`src/rtl/stack_controller.sv`:
```
// Push-down stack sequencer: tracks the stack pointer and drives one-hot row
// selects and write pulses into an external array of `word` rows.
module stack_controller #(
   parameter int BUSWIDTH = 8,
   parameter int DEPTH    = 8,
   parameter int PTRWIDTH = 3
) (
   input  logic                Clk_i,
   input  logic                nRst_i,
   input  logic                Push_i,
   input  logic                Pop_i,
   input  logic [BUSWIDTH-1:0] Data_i,
   output logic [BUSWIDTH-1:0] Data_o,
   output logic                Valid_o,
   output logic                Busy_o,
   output logic                Full_o,
   output logic                Empty_o,
   output logic [PTRWIDTH:0]   Count_o,
   output logic                Err_o,
   output logic [DEPTH-1:0]    RowSel_o,
   output logic                WEn_o,
   output logic [BUSWIDTH-1:0] RamData_o,
   input  logic [BUSWIDTH-1:0] RamData_i
);

   typedef enum logic [1:0] {IDLE, WRITE, READ} state_e;

   state_e              state_q;
   logic [PTRWIDTH:0]   sp_q;
   logic [BUSWIDTH-1:0] ram_data_q;
   logic [BUSWIDTH-1:0] data_q;
   logic                valid_q;
   logic                err_q;
   logic                wen_q;
   logic [DEPTH-1:0]    row_sel_q;

   logic                full;
   logic                empty;
   logic                push_ok;
   logic                pop_ok;
   logic                reject;
   logic [PTRWIDTH:0]   sp_inc_d;
   logic [PTRWIDTH:0]   sp_dec_d;
   logic [DEPTH-1:0]    wr_sel_d;
   logic [DEPTH-1:0]    rd_sel_d;

   assign full     = (sp_q == (PTRWIDTH+1)'(DEPTH));
   assign empty    = (sp_q == '0);
   assign push_ok  = Push_i & ~Pop_i & ~full;
   assign pop_ok   = Pop_i & ~Push_i & ~empty;
   assign reject   = (Push_i | Pop_i) & ~push_ok & ~pop_ok;

   assign sp_inc_d = sp_q + (PTRWIDTH+1)'(1);
   assign sp_dec_d = sp_q - (PTRWIDTH+1)'(1);
   // Only the low pointer bits address a row; the MSB is set only when full.
   assign wr_sel_d = {{(DEPTH-1){1'b0}}, 1'b1} << sp_q[PTRWIDTH-1:0];
   assign rd_sel_d = {{(DEPTH-1){1'b0}}, 1'b1} << sp_dec_d[PTRWIDTH-1:0];

   // NOTE: all state uses non-blocking assignments so every register samples
   // pre-edge values; blocking here would make ordering inside the block matter.
   always_ff @(posedge Clk_i or negedge nRst_i) begin
      if (!nRst_i) begin
         state_q    <= IDLE;
         sp_q       <= '0;
         ram_data_q <= '0;
         data_q     <= '0;
         valid_q    <= 1'b0;
         err_q      <= 1'b0;
         wen_q      <= 1'b0;
         row_sel_q  <= '0;
      end else begin
         valid_q <= 1'b0;
         err_q   <= 1'b0;
         case (state_q)
            IDLE: begin
               if (push_ok) begin
                  ram_data_q <= Data_i;
                  row_sel_q  <= wr_sel_d;
                  wen_q      <= 1'b1;
                  state_q    <= WRITE;
               end else if (pop_ok) begin
                  row_sel_q  <= rd_sel_d;
                  state_q    <= READ;
               end else if (reject) begin
                  err_q      <= 1'b1;
               end
            end
            WRITE: begin
               sp_q      <= sp_inc_d;
               wen_q     <= 1'b0;
               row_sel_q <= '0;
               state_q   <= IDLE;
            end
            READ: begin
               data_q    <= RamData_i;
               valid_q   <= 1'b1;
               sp_q      <= sp_dec_d;
               row_sel_q <= '0;
               state_q   <= IDLE;
            end
            default: begin
               wen_q     <= 1'b0;
               row_sel_q <= '0;
               state_q   <= IDLE;
            end
         endcase
      end
   end

   assign Data_o    = data_q;
   assign Valid_o   = valid_q;
   assign Busy_o    = (state_q != IDLE);
   assign Full_o    = full;
   assign Empty_o   = empty;
   assign Count_o   = sp_q;
   assign Err_o     = err_q;
   assign RowSel_o  = row_sel_q;
   assign WEn_o     = wen_q;
   assign RamData_o = ram_data_q;

endmodule

```
`config.mk`:
```
export PLATFORM = sky130hd
export DESIGN_NAME = stack_controller
export DESIGN_NICKNAME = d
export VERILOG_FILES = /design/src/rtl/stack_controller.sv
export SDC_FILE = /design/constraint.sdc
export NUM_CORES = 1
export LEC_CHECK = 0
export ABC_AREA = 0
export CAP_MARGIN = 20
export CORE_MARGIN = 1.5
export CORE_UTILIZATION = 29
export CTS_BUF_LIST = sky130_fd_sc_hd__clkbuf_16
export CTS_CLUSTER_DIAMETER = 80
export CTS_CLUSTER_SIZE = 24
export DETAILED_ROUTE_END_ITERATION = 7
export GPL_ROUTABILITY_DRIVEN = 1
export SYNTH_ARGS = -nofsm -noshare
export SYNTH_HDL_FRONTEND = slang
export SYNTH_SLANG_ARGS = --single-unit
```
`constraint.sdc`:
```
create_clock -name Clk_i -period 2.7 [get_ports Clk_i]
set_clock_uncertainty 0.1 [all_clocks]
set_input_delay 0.54 -clock Clk_i [delete_from_list [all_inputs] [get_ports Clk_i]]
set_output_delay 0.54 -clock Clk_i [all_outputs]
set_load 0.02 [all_outputs]
```
==> impl_metrics.py, run 1 <==
metrics = {
    "grt": {
        "grt_overflow": 0,
        "grt_pass1_vias": 1229,
        "grt.total_usage": 0.1310,
        "antenna_found_initial": 0,
        "grt_pass1_wl_mm": 6.078,
        "grt_max_degree": 34,
    },
    "yosys": {
        "synthArstFlopShare": 1.000,
        "synth_commonest_cells": "33 x dfrtp_1, 9 x mux2_2, 8 x mux2_4, 8 x nor2_1, 8 x o2bb2ai_1",
        "ys_ff_latch": 33,
        "synth_area_leaders": "dfrtp_1 52%, mux2_4 7.6%, mux2_2 6.4%",
        "synth.yosys.seq_area_share": 0.5217,
        "yosysTopAreaCellShare": 0.5217,
        "synth_area_per_cell_sq_um": 12.66,
        "synth_cells": 125,
        "netlist_area_sq_mm": 0.001583,
        "synth_edf_count": 0,
        "ys.flop_type": "dfrtp_1",
        "synth.largest_area_cell": "dfrtp_1",
        "synth_most_common_cell": "dfrtp_1",
        "synth_fp_nets": 149,
        "synth.distinct_cells": 35,
        "ys_warn_count": 0,
    },
    "cts": {
        "cts_tree": "built",
        "numCtsBuffers": 5,
        "clk_path_buf_depth": 2,
        "clk_latency_ns": 0.27,
        "root_buffer": "clkbuf_16",
        "hold_buffers": 0,
        "h-tree-depth": 2,
        "cts-resized-gates": 0,
        "clk_pin_slew_ns": 0.05,
        "clock_sinks": 33,
        "postCtsSetupRepairBufs": 0,
    },
    "timing": {
        "slew_viol_final": 0,
        "maxSlewHeadroom": 0.5721,
        "rsz0062_at_grt": "false",
        "fin_tns_setup_ns": 0,
        "max_freq_mhz": 391.0,
        "hold_viol": 0,
        "period_needed_ns": 2.558,
        "tightest_slew_ns": 0.6419,
        "setup_viol": 0,
        "period_share": 0.9472,
        "setup_slack_ns": 0.1425,
    },
    "route": {
        "drc": 0,
        "post_drt_wl_per_cell_um": 13.82,
        "vias": 1179,
        "antenna_left": 0,
        "first_pass_iters": 4,
        "finalWirelength_mm": 3.483,
        "vias_per_cell": 4.679,
        "drtIter0Drc": 76,
    },
    "layout": {
        "layout.cells.non_filler": 252,
        "area_delta_synth_final_pct": 48.70,
        "num_antenna_cells": 0,
        "nFillCells": 469,
        "drive_gt1_frac": 0.1868,
        "final_util": 0.4550,
        "post-route-cell-area_sq_mm": 0.002354,
        "ff_latch_area_sq_um": 825.8,
        "fin_nets": 206,
        "multi_input_area_sq_um": 700.7,
    },
    "die": {
        "die_h_um": 76.88,
        "coreArea_sq_mm": 0.005172,
        "die-width_um": 76.88,
        "num_rows": 26,
        "start_util": 0.3060,
        "die_area_sq_mm": 0.005910,
        "io_pins": 54,
    },
    "place": {
        "dp_hpwl_mm": 2.472,
        "place_inst": 245,
        "dp_worst_setup_slack_ns": 0.3221,
        "gp_congestion": 0.8360,
        "port_buffers": 53,
        "place_area_sq_mm": 0.002181,
    },
    "power": {
        "p_leak_nw": 1.006,
        "combPwrFrac": 0.515,
        "p_per_area_mw_per_mm2": 1322,
        "clockPowerShare": 0.200,
        "power_frac_seq": 0.284,
        "vdd_ir_drop_max_uv": 428.2,
        "p_int_mw": 1.973,
        "power_switching_mw": 1.139,
        "swShare": 0.3660,
    },
    "critical_path": {
        "cp_data_arrival_time_ns": 1.92,
        "critPathMaxFanout": 10,
        "crit_path_end_kind": "output pin",
        "required_ns": 2.06,
        "start_kind": "flop",
        "worst-setup-path-type": "reg2out",
    },
    "run": {
        "drv_cap": 0,
    },
    "worst_hold_path": {
        "hold_path.class": "reg2reg",
    },
    "outcome": {
        "status": "completed",
    },
}
-- cell type report --
class                   instances  share of cell area
inverters                       7             0.01116
well taps                      70             0.03721
clock inverters                 2             0.01489
clock buffers                   5             0.05316
multi-input cells              79              0.2977
repair buffers                 56              0.2350
flip-flops and latches         33              0.3509
-- critical path: stages (launching register included) --
cell and delay, ns:
dfrtp_1 0.43, inv_1 0.19, ha_4 0.21, nand3b_4 0.14, inv_1 0.08, clkdlybuf4s50_1 0.59
-- registers in the layout, summed over array words and instances, names as in the netlist --
register / count
Data_o: 8
RamData_o: 8
RowSel_o: 8
Count_o: 4
state_q: 2
Err_o: 1
Valid_o: 1
WEn_o: 1
-- through the flow --
stage	hold WS (ns)	total power [mW]
6_report	0.3838	3.112
5_1_grt	0.4021	3.310
4_1_cts	0.3897	3.110
3_5_place_dp	0.3709	2.465
3_3_place_gp	0.3677	2.446
2_1_floorplan	0.1444	1.843
-- routing by layer --
layer	wire [um]	track usage
met5	0	0
met4	57	0.05000
met3	180	0.03810
met2	1742	0.2142
met1	1503	0.1624
-- path summary, 6_finish.rpt --
path / depth (start not counted) / from / slack (ns) / endpoint
min in group asynchronous: 2 / nRst_i / 0.57 / Data_o[5]
max in group asynchronous: 2 / nRst_i / 1.62 / state_q[1]
min reg2reg: 1 / state_q[0] / 0.38 / state_q[0]
max reg2reg: 5 / state_q[0] / 0.82 / Count_o[3]
max: 5 / Count_o[1] / 0.14 / Full_o
min: 1 / state_q[0] / 0.38 / state_q[0]
-- power groups by stage --
| stage | registers (mW) | logic, mW | clock network [mW] |
|---|---|---|---|
| after CTS | 0.889 | 1.58 | 0.639 |
| after floorplan | 1.11 | 0.731 | 0 |
| final | 0.885 | 1.60 | 0.624 |
| after global routing | 0.924 | 1.72 | 0.666 |
| after detailed placement | 0.890 | 1.57 | 0 |
| after global placement | 0.884 | 1.56 | 0 |
-- logic make-up (layout without fill, tap and decap cells) --
logic type,Yosys count,in the layout,synth area share
flip-flops,33,33,0.5217
AO/OA/AOI/OAI,29,29,0.1344
AND/OR/NAND/NOR,23,23,0.09487
multiplexers,18,18,0.1463
buffers and inverters,13,70,0.04347
XOR/XNOR,5,5,0.02767
adder cells (fa/ha/maj),4,4,0.03162
-- placed cells by master, fill, tap and decap left out, drive strengths merged --
| cell type | n |
|---|---|
| a21oi | 4 |
| nor4b | 1 |
| nand2b | 3 |
| a32oi | 1 |
| xor2 | 1 |
| nor2 | 9 |
| o22a | 2 |
| dfrtp | 33 |
| inv | 7 |
| o21a | 2 |
| nand2 | 3 |
| nor4 | 1 |
| clkdlybuf4s50 | 53 |
| clkbuf | 5 |
| a41oi | 3 |
| nor3b | 1 |
| bufinv | 1 |
| ha | 4 |
| buf | 3 |
| o2bb2ai | 8 |
| a31oi | 1 |
| a21o | 2 |
| and3 | 1 |
| and2b | 2 |
| clkinv | 1 |
| xnor2 | 4 |
| mux2 | 17 |
| mux2i | 1 |
| nand3b | 1 |
| nor2b | 1 |
| o21ai | 5 |
| a211oi | 1 |
No activity file was read; power rests on OpenSTA's default activity.
==> run 2: changes to the inputs <==
Settings changed: CTS_CLUSTER_DIAMETER 80 to 120, SLEW_MARGIN set to 20.
==> results of run 2 <==
No change in the layout: final DEF, timing and power equal those of run 1.
